File: src/rtl/fetch_sequencer.sv
// Instruction fetch sequencer: fetches a word, hands it downstream, decodes BEQ/J for
// pc_control_32 and waits for the pc update. Optional REQ/WAIT_PC watchdog: FETCH_TIMEOUT_EN.
module fetch_sequencer #(
  parameter int unsigned TIMEOUT_CYCLES = 255
) (
  input  logic        clk_i,
  input  logic        reset_i,
  output logic        imem_req_o,
  output logic [31:0] imem_addr_o,
  input  logic        imem_ack_i,
  input  logic [31:0] imem_data_i,
  output logic [31:0] instr_o,
  output logic        instr_valid_o,
  input  logic        instr_ready_i,
  input  logic        cond_valid_i,
  input  logic        cond_taken_i,
  output logic        start_o,
  output logic        beq_o,
  output logic        jump_o,
  output logic [31:0] branch_offset_o,
  output logic [25:0] jump_addr_o,
  input  logic [31:0] pc_i,
  input  logic        finish_i,
  output logic        fault_o
);

  localparam logic [5:0] OpJump = 6'b000010;
  localparam logic [5:0] OpBeq  = 6'b000100;

`ifdef FETCH_TIMEOUT_EN
  typedef enum logic [2:0] {StReq, StIssue, StCond, StUpdate, StWaitPc, StHalt} state_e;
  localparam int unsigned CntW =
      ($clog2(TIMEOUT_CYCLES + 1) > 8) ? $clog2(TIMEOUT_CYCLES + 1) : 8;
`else
  typedef enum logic [2:0] {StReq, StIssue, StCond, StUpdate, StWaitPc} state_e;
`endif

  state_e      state_q, state_d;
  logic        run_q;
  logic [31:0] pc_q;
  logic        pc_load;
  logic [31:0] instr_q, instr_d;
  logic        beq_q, beq_d;
  logic        jump_q, jump_d;
  logic [31:0] branch_offset_q, branch_offset_d;
  logic [25:0] jump_addr_q, jump_addr_d;

`ifdef FETCH_TIMEOUT_EN
  logic [CntW-1:0] cnt_q, cnt_d;
  logic            fault_q, fault_d;
`else
  logic unused_timeout;
  assign unused_timeout = ^TIMEOUT_CYCLES;
`endif

  always_comb begin
    state_d         = state_q;
    instr_d         = instr_q;
    beq_d           = beq_q;
    jump_d          = jump_q;
    branch_offset_d = branch_offset_q;
    jump_addr_d     = jump_addr_q;
    pc_load         = 1'b0;

    unique case (state_q)
      StReq: begin
        // run_q is low for the first cycle after reset, so no fetch is issued yet.
        if (run_q && imem_ack_i) begin
          instr_d = imem_data_i;
          state_d = StIssue;
        end
      end
      StIssue: begin
        if (instr_ready_i) begin
          beq_d           = 1'b0;
          jump_d          = (instr_q[31:26] == OpJump);
          jump_addr_d     = instr_q[25:0];
          branch_offset_d = {{16{instr_q[15]}}, instr_q[15:0]};
          state_d         = (instr_q[31:26] == OpBeq) ? StCond : StUpdate;
        end
      end
      StCond: begin
        if (cond_valid_i) begin
          beq_d   = cond_taken_i;
          state_d = StUpdate;
        end
      end
      StUpdate: state_d = StWaitPc;
      StWaitPc: begin
        if (finish_i) begin
          pc_load = 1'b1;
          state_d = StReq;
        end
      end
`ifdef FETCH_TIMEOUT_EN
      StHalt: state_d = StHalt;
`endif
      default: state_d = StReq;
    endcase

`ifdef FETCH_TIMEOUT_EN
    cnt_d   = '0;
    fault_d = fault_q;
    // Counter only runs while parked in a waiting state; any transition clears it.
    if ((state_d == state_q) && (((state_q == StReq) && run_q) || (state_q == StWaitPc))) begin
      if (cnt_q == CntW'(TIMEOUT_CYCLES - 1)) begin
        state_d = StHalt;
        fault_d = 1'b1;
        beq_d   = 1'b0;
        jump_d  = 1'b0;
        pc_load = 1'b0;
      end else begin
        cnt_d = cnt_q + 1'b1;
      end
    end
`endif
  end

  always_ff @(posedge clk_i or posedge reset_i) begin
    if (reset_i) begin
      state_q         <= StReq;
      run_q           <= 1'b0;
      instr_q         <= '0;
      beq_q           <= 1'b0;
      jump_q          <= 1'b0;
      branch_offset_q <= '0;
      jump_addr_q     <= '0;
    end else begin
      state_q         <= state_d;
      run_q           <= 1'b1;
      instr_q         <= instr_d;
      beq_q           <= beq_d;
      jump_q          <= jump_d;
      branch_offset_q <= branch_offset_d;
      jump_addr_q     <= jump_addr_d;
    end
  end

`ifdef FETCH_TIMEOUT_EN
  always_ff @(posedge clk_i or posedge reset_i) begin
    if (reset_i) begin
      cnt_q   <= '0;
      fault_q <= 1'b0;
    end else begin
      cnt_q   <= cnt_d;
      fault_q <= fault_d;
    end
  end
  assign fault_o = fault_q;
`else
  assign fault_o = 1'b0;
`endif

  // pc_q tracks pc while held in reset and on the first edge after release.
  always_ff @(posedge clk_i) begin
    if (reset_i || !run_q || pc_load) begin
      pc_q <= pc_i;
    end
  end

  assign imem_req_o      = run_q && (state_q == StReq);
  assign imem_addr_o     = pc_q;
  assign instr_o         = instr_q;
  assign instr_valid_o   = (state_q == StIssue);
  assign start_o         = (state_q == StUpdate);
  assign beq_o           = beq_q;
  assign jump_o          = jump_q;
  assign branch_offset_o = branch_offset_q;
  assign jump_addr_o     = jump_addr_q;

endmodule

File: config.mk
export PLATFORM = sky130hd
export DESIGN_NAME = fetch_sequencer
export DESIGN_NICKNAME = d
export VERILOG_FILES = /design/src/rtl/fetch_sequencer.sv
export SDC_FILE = /design/constraint.sdc
export NUM_CORES = 1
export LEC_CHECK = 0
export ABC_CLOCK_PERIOD_IN_PS = 5800
export CAP_MARGIN = 25
export CORE_ASPECT_RATIO = 1.25
export CORE_UTILIZATION = 30
export DETAILED_ROUTE_END_ITERATION = 8
export DONT_BUFFER_PORTS = 1
export PLACE_DENSITY = 0.5
export SETUP_SLACK_MARGIN = 0.05
export SYNTH_ARGS = -nofsm -noshare
export SYNTH_HDL_FRONTEND = slang
export SYNTH_SLANG_ARGS = --single-unit
export TNS_END_PERCENT = 20
File: constraint.sdc
create_clock -name clk_i -period 5.8 [get_ports clk_i]
set_input_delay 0.87 -clock clk_i [delete_from_list [all_inputs] [get_ports clk_i]]
set_output_delay 0.87 -clock clk_i [all_outputs]
set_load 0.01 [all_outputs]
==> summary.txt, run 1 <==
Worst setup path
  – Critical path arrival: 1.38 ns
  – WP data required: 4.93 ns
  – Worst-path cell chain: nor3b_1
  – Crit. End Element: primary output
  – Critical Path Source Type: flip-flop
  – CP max stage delay: 0.61 ns
  – Worst Path Buf+Inv: 0
  – CP max-delay cell: dfrtp_1
  – CP Class: reg2out
  – Crit path max-delay family: flip-flops
  – Crit-path max FO: 13

Yosys
  – Ys async rst share: 66.7%
  – Most used flip-flop cell after synthesis: dfrtp_1
  – Post-synthesis sequential area ratio: 65.9%
  – Yosys top cell area share: 41.2%
  – Post-synthesis adder-cell area fraction: 0%
  – Area leader, netlist: dfrtp_1
  – Post-synthesis mux area share: 20.0%
  – Main combinational cell family by area after synthesis: multiplexers
  – Mean Syn Cell Area: 16.7 µm²
  – Mapped Area: 3890 µm²
  – Synth warnings: 0
  – Synth Register Bits: 96
  – Yosys cell types: 28
  – Post-synthesis compound-gate area fraction: 1.29%
  – Synth Net Count: 304
  – Cell with the most instances after synthesis: dfrtp_1
  – Synth area leaders: dfrtp_1, edfxtp_1, mux2_4
  – Xor/xnor share of the synthesized area: 0%
  – Synth Area in Simple Gates: roughly 4.2%
  – Mapped Cells: 233
  – EDFF count, synth: 32
  – Most instantiated cells after synthesis: dfrtp_1, buf_4, edfxtp_1, mux2_4, mux2_2

CTS
  – Post-CTS Resized: 0
  – Hold-fix buffers, CTS: 0
  – Total CTS buffers: 9
  – Longest Clk Path Bufs: 2
  – Clock Pin Slew Worst Setup and Hold Paths: around 0.070 ns
  – H-tree levels: 3
  – CTS tree: done
  – CTS root buffer: clkbuf_16
  – Clock latency on the worst-skew pair: around 0.33 ns
  – Setup Buffers After CTS: 0
  – Clk sinks: 96

Timing
  – RSZ-0062 raised after global routing: no
  – Slew headroom: 41.0%
  – Setup WS post-layout: between 3 and 4 ns
  – Period utilization: 38.8%
  – Post-route minimum period: 2.25 ns
  – Fin. Hold Viols: 0
  – # setup viols final: 0
  – Fin Setup TNS: 0 ns
  – Clock Skew: 0.00817 ns
  – Least-Margin Pin Slew: ~0.9 ns
  – Hold_ws: 0.588 ns
  – Fmax: 444 MHz
  – Max Transition Viols Final: 0

Final layout
  – Antenna diodes: 0
  – Sequential cell area: ~2600 µm²
  – Final core utilization: 32.6%
  – Final std cells w/o fill: 380
  – Share of cells above drive strength 1: 40.6%
  – Area Overhead vs Synth: 5.98%
  – Final nets: 278
  – Multi-input logic area: a little over 1000 µm²
  – # fillers: 1271
  – Fin area: 4120 µm²

Drt
  – DRC errors left: 0
  – Avg WL per Cell: ~18 µm
  – Post-route ant nets: 0
  – First-pass DRT Iterations: 4
  – Routed vias: 1754
  – 1st-iter DRT viols: 36
  – WL final: 6960 µm
  – Via density: approximately 4.6

Global routing
  – Overflow after GRT: 0
  – Largest net degree at the start of global routing: 66
  – Global-route wire length before repair: roughly 11000 µm
  – Total global routing track utilization: between 10% and 20%
  – Antenna violations before repair: 0
  – Vias in the first global route: 1740

Placed design
  – I/O Buffers: 0
  – DP HPWL: approximately 5000 µm
  – Placed insts: 364
  – Placed cell area: approximately 3800 µm²
  – RePlAce Congestion: 0.701
  – Place WS: between 3 and 4 ns

Floorplan
  – Ports: just under 200
  – Total die area: between 10000 and 15000 µm²
  – Die width: a little over 100 µm
  – Starting Density: 30.7%
  – Row count: 46
  – Core area: 12700 µm²
  – Die height: 129 µm

Power
  – Peak VDD IR: 218 µV
  – Leakage power: 1.74 nW
  – Power Dens Cells: 584 nW/µm²
  – Power, Total: about 2.4 mW

Min path
  – Hold Crit Class: reg2reg

Run status
  – Status: finished, final reports clean

Flow run
  – Max-Cap Viols: 0
-- power by group --
group | internal (mW) | total, mW | switching, mW
Clock | 0.292 | 0.540 | 0.248
Sequential | 0.947 | 1.38 | 0.432
Combinational | 0.332 | 0.490 | 0.158
Total | 1.57 | 2.41 | 0.837
-- final cells by class --
| class | instances | share of cell area (%) |
|---|---|---|
| sequential | 96 | 62.2 |
| inverter | 2 | 0.182 |
| timing repair buffer | 5 | 1.31 |
| clock inverter | 6 | 1.06 |
| tap | 168 | 5.10 |
| multi-input combinational | 93 | 24.6 |
| clock buffer | 10 | 5.55 |
-- flip-flops by register name, summed over array words and instances (netlist names) --
name             cells
imem_addr_o         32
instr_o             32
branch_offset_o     15
jump_addr_o         11
state_q              3
beq_o                1
jump_o               1
run_q                1
-- cells by family (layout without fill, tap and decap cells) --
group	Yosys count	in the layout
AO/OA/AOI/OAI	8	8
buffers and inverters	44	23
multiplexers	59	59
other	2	2
flip-flops	96	96
AND/OR/NAND/NOR	24	24
-- per-layer routing --
layer	vias up	share of wire (%)	global-route usage [%]
met5	-	0	0
li1	741	-	-
met4	0	1.7	5.04
met1	872	40	12.3
met2	130	48	16.9
met3	11	10	5.03
-- path summary, 6_finish.rpt --
path                       cells past startpoint       startpoint  slack [ns]         endpoint
min                                            1  jump_addr_o[22]        0.59  jump_addr_o[22]
max                                            1       state_q[0]        3.55    instr_valid_o
max reg2reg                                    4       state_q[0]        3.63      instr_o[11]
max in group asynchronous                      2          reset_i        4.54  jump_addr_o[15]
min in group asynchronous                      2          reset_i        0.66            beq_o
min reg2reg                                    1  jump_addr_o[22]        0.59  jump_addr_o[22]
-- layout by cell type (no fill, tap or decap), types with 2 or more instances in the layout --
cell type	Yosys	layout
mux2_2	29	29
a21oi_1	4	4
buf_4	35	3
nor3b_1	2	2
conb_1	2	2
clkbuf_16	0	9
dfrtp_1	64	63
o31ai_1	2	2
nand3_1	4	4
nor2_1	3	3
edfxtp_1	32	32
nand2_1	4	4
mux2_4	30	30
or3b_2	2	2
clkinvlp_4	0	2
Power figures use the tool's default switching activity.
==> inputs of run 2 (changes only) <==
--- a/config.mk
+++ b/config.mk
@@ -5,7 +5,7 @@
 export SDC_FILE = /design/constraint.sdc
 export NUM_CORES = 1
 export LEC_CHECK = 0
-export ABC_CLOCK_PERIOD_IN_PS = 5800
+export ABC_CLOCK_PERIOD_IN_PS = 2250
 export CAP_MARGIN = 25
 export CORE_ASPECT_RATIO = 1.25
 export CORE_UTILIZATION = 30
==> constraint.sdc (replaced) <==
create_clock -name clk_i -period 2.25 [get_ports clk_i]
set_input_delay 0.3375 -clock clk_i [delete_from_list [all_inputs] [get_ports clk_i]]
set_output_delay 0.3375 -clock clk_i [all_outputs]
set_load 0.01 [all_outputs]
==> run 2 against run 1 <==
  * Non-clock buffer count up 2
  * Largest cell class unchanged
  * Clock-buffer cell count up 1
  * Core utilization up 0.46 points
  * Worst hold slack worse by 0.52 ns
  * Via count up 0.86%
  * Sequential cell count unchanged
  * Critical path type is now reg2reg
==> summary.txt, run 2 (synthesis gave the netlist of run 1 again) <==
Placed design
  – Placed insts: roughly 370
  – DP HPWL: 5230 µm
  – RePlAce Congestion: 0.775
  – Place WS: 0.410 ns
  – I/O Buffers: 0

Final layout
  – Area Overhead vs Synth: 7.49%
  – Commonest non-fill, non-tap cell in the layout: dfrtp_1
  – Share of cells above drive strength 1: 41.1%
  – Commonest non-fill, non-tap cells in the layout: dfrtp_1, edfxtp_1, mux2_4
  – # fillers: 1247
  – Final nets: 280
  – Antenna diodes: 0
  – Final std cells w/o fill: 382

Timing
  – Fin Setup TNS: 0 ns
  – Hold_ws: 0.0633 ns
  – Fin. Hold Viols: 0
  – Post-route minimum period: 1.84 ns
  – Max Transition Viols Final: 0
  – # setup viols final: 0
  – Period utilization: between 80% and 90%
  – Least-Margin Pin Slew: 0.633 ns
  – Slew headroom: 57.8%
  – Setup WS post-layout: slightly above 0.4 ns
  – Clock Skew: 0.00761 ns
  – Fmax: between 500 and 600 MHz
  – RSZ-0062 raised after global routing: no

Drt
  – DR top layer: met4
  – DR WL met2: 3730 µm
  – DRC errors left: 0
  – 1st-iter DRT viols: 36
  – Avg WL per Cell: 19.5 µm
  – Post-route ant nets: 0
  – Via density: 4.63
  – WL final: 7460 µm
  – M1 WL: 2860 µm
  – Metal3 WL: 752 µm
  – First-pass DRT Iterations: 4
  – Routed vias: 1769

CTS
  – Longest Clk Path Bufs: 2
  – Clk sinks: 96
  – CTS root buffer: clkbuf_16
  – Clock Pin Slew Worst Setup and Hold Paths: 0.07 ns
  – Post-CTS Resized: 0
  – Total CTS buffers: 9
  – Clock latency on the worst-skew pair: about 0.33 ns
  – H-tree levels: 3
  – CTS tree: done
  – Setup Buffers After CTS: 0
  – Hold-fix buffers, CTS: 0

Power
  – Power, Total: roughly 6.4 mW
  – Power Dens Cells: around 1500 nW/µm²
  – Seq pwr share: 54.2%
  – Leakage power: 1.76 nW
  – P_int: 4.18 mW
  – Gate power share: 22.7%
  – Peak VDD IR: between 500 and 600 µV
  – Sw frac: 34.6%
  – Clk network pwr share: 23.2%
  – Psw: 2.21 mW

Global routing
  – Total global routing track utilization: 11.4%
  – Overflow after GRT: 0
  – Largest net degree at the start of global routing: 34
  – Antenna violations before repair: 0
  – Global-route wire length before repair: 11200 µm
  – Vias in the first global route: about 1800

Worst setup path
  – Worst Path Buf+Inv: 1
  – Worst Setup EP: instr_o[16]
  – CP max stage delay: 0.59 ns
  – Cell depth of the worst setup path: 4
  – Worst-path cell chain: nor4b_4 -> nand2_2 -> buf_4 -> mux2_2
  – WP data required: 2.47 ns
  – CP max-delay cell: dfrtp_1
  – Reg2Reg Launch Point: state_q[1]
  – R2r setup slk: 0.41 ns
  – Crit. End Element: flip-flop
  – Critical Path Source Type: flip-flop
  – CP Class: reg2reg
  – Crit path max-delay family: flip-flops
  – Critical path arrival: about 2.1 ns
  – Path depth of the worst reg2reg path: 4
  – Crit path from: state_q[1]
  – R2R Path End: instr_o[16]
  – Crit-path max FO: 32

Floorplan
  – Die height: 129 µm
  – Core area: 12700 µm²
  – Total die area: 13400 µm²
  – Row count: 46
  – Starting Density: 30.7%
  – Die width: 104 µm
  – Ports: about 200

Flow run
  – Max-Cap Viols: 0

Min path
  – Hold Crit Class: in2async

Run status
  – Status: finished, final reports clean
-- run 2: changes by cell type in the layout (fill, tap and decap cells not counted), sizes merged --
cell	delta
clkbuf	+1
buf	+2
inv	-1
-- run 2: area by class of cell --
| type | instances | area, µm² | share of cell area [%] |
|---|---|---|---|
| Clock inverter | 5 | 37.5 | 0.898 |
| Clock buffer | 11 | 254 | 6.07 |
| Inverter | 2 | 11.3 | 0.269 |
| Tap cell | 168 | 210 | 5.03 |
| Timing Repair Buffer | 7 | 77.6 | 1.86 |
| Multi-Input combinational cell | 93 | 1030 | 24.6 |
| Sequential cell | 96 | 2560 | 61.3 |
-- run 2: how the worst min path moves through the flow --
stage | startpoint | to | slack (ns) | depth (start not counted)
after CTS | pc_i[22] | imem_addr_o[22] | 0.08 | 0
final | reset_i | branch_offset_o[7] | 0.06 | 2
after detailed placement | finish_i | state_q[2] | 0.43 | 1
after floorplan | finish_i | state_q[2] | 0.43 | 1
after global routing | pc_i[22] | imem_addr_o[22] | 0.07 | 0
after global placement | pc_i[22] | imem_addr_o[22] | 0.44 | 0
-- run 2: layer usage --
metal  up-vias  global-route usage, %
met1       883                   12.7
met2       129                   18.5
li1        746                      -
met3        11                   5.43
met4         0                   5.80
met5         -                      0
-- run 2: worst register-to-register path, cell delays in order (launching register included) --
cell and delay [ns]:
dfrtp_1 0.59, nor4b_4 0.12, nand2_2 0.08, buf_4 0.52
mux2_2 0.42
-- run 2: power by group through the flow --
stage,sequential (mW),clock [mW],combinational (mW)
3_3_place_gp,3.50,0,1.42
3_5_place_dp,3.51,0,1.47
6_report,3.46,1.48,1.45
2_1_floorplan,3.16,0,1.77
4_1_cts,3.48,1.54,1.47
5_1_grt,3.58,1.62,1.59
-- run 2: stage by stage --
step | utilization [%] | cell area [µm²]
floorplan | - | 3910
global placement | 30.7 | 3890
detailed placement | 30.7 | 3890
CTS | 33.0 | 4180
global route | 33.0 | 4180
finish | 33.0 | 4180
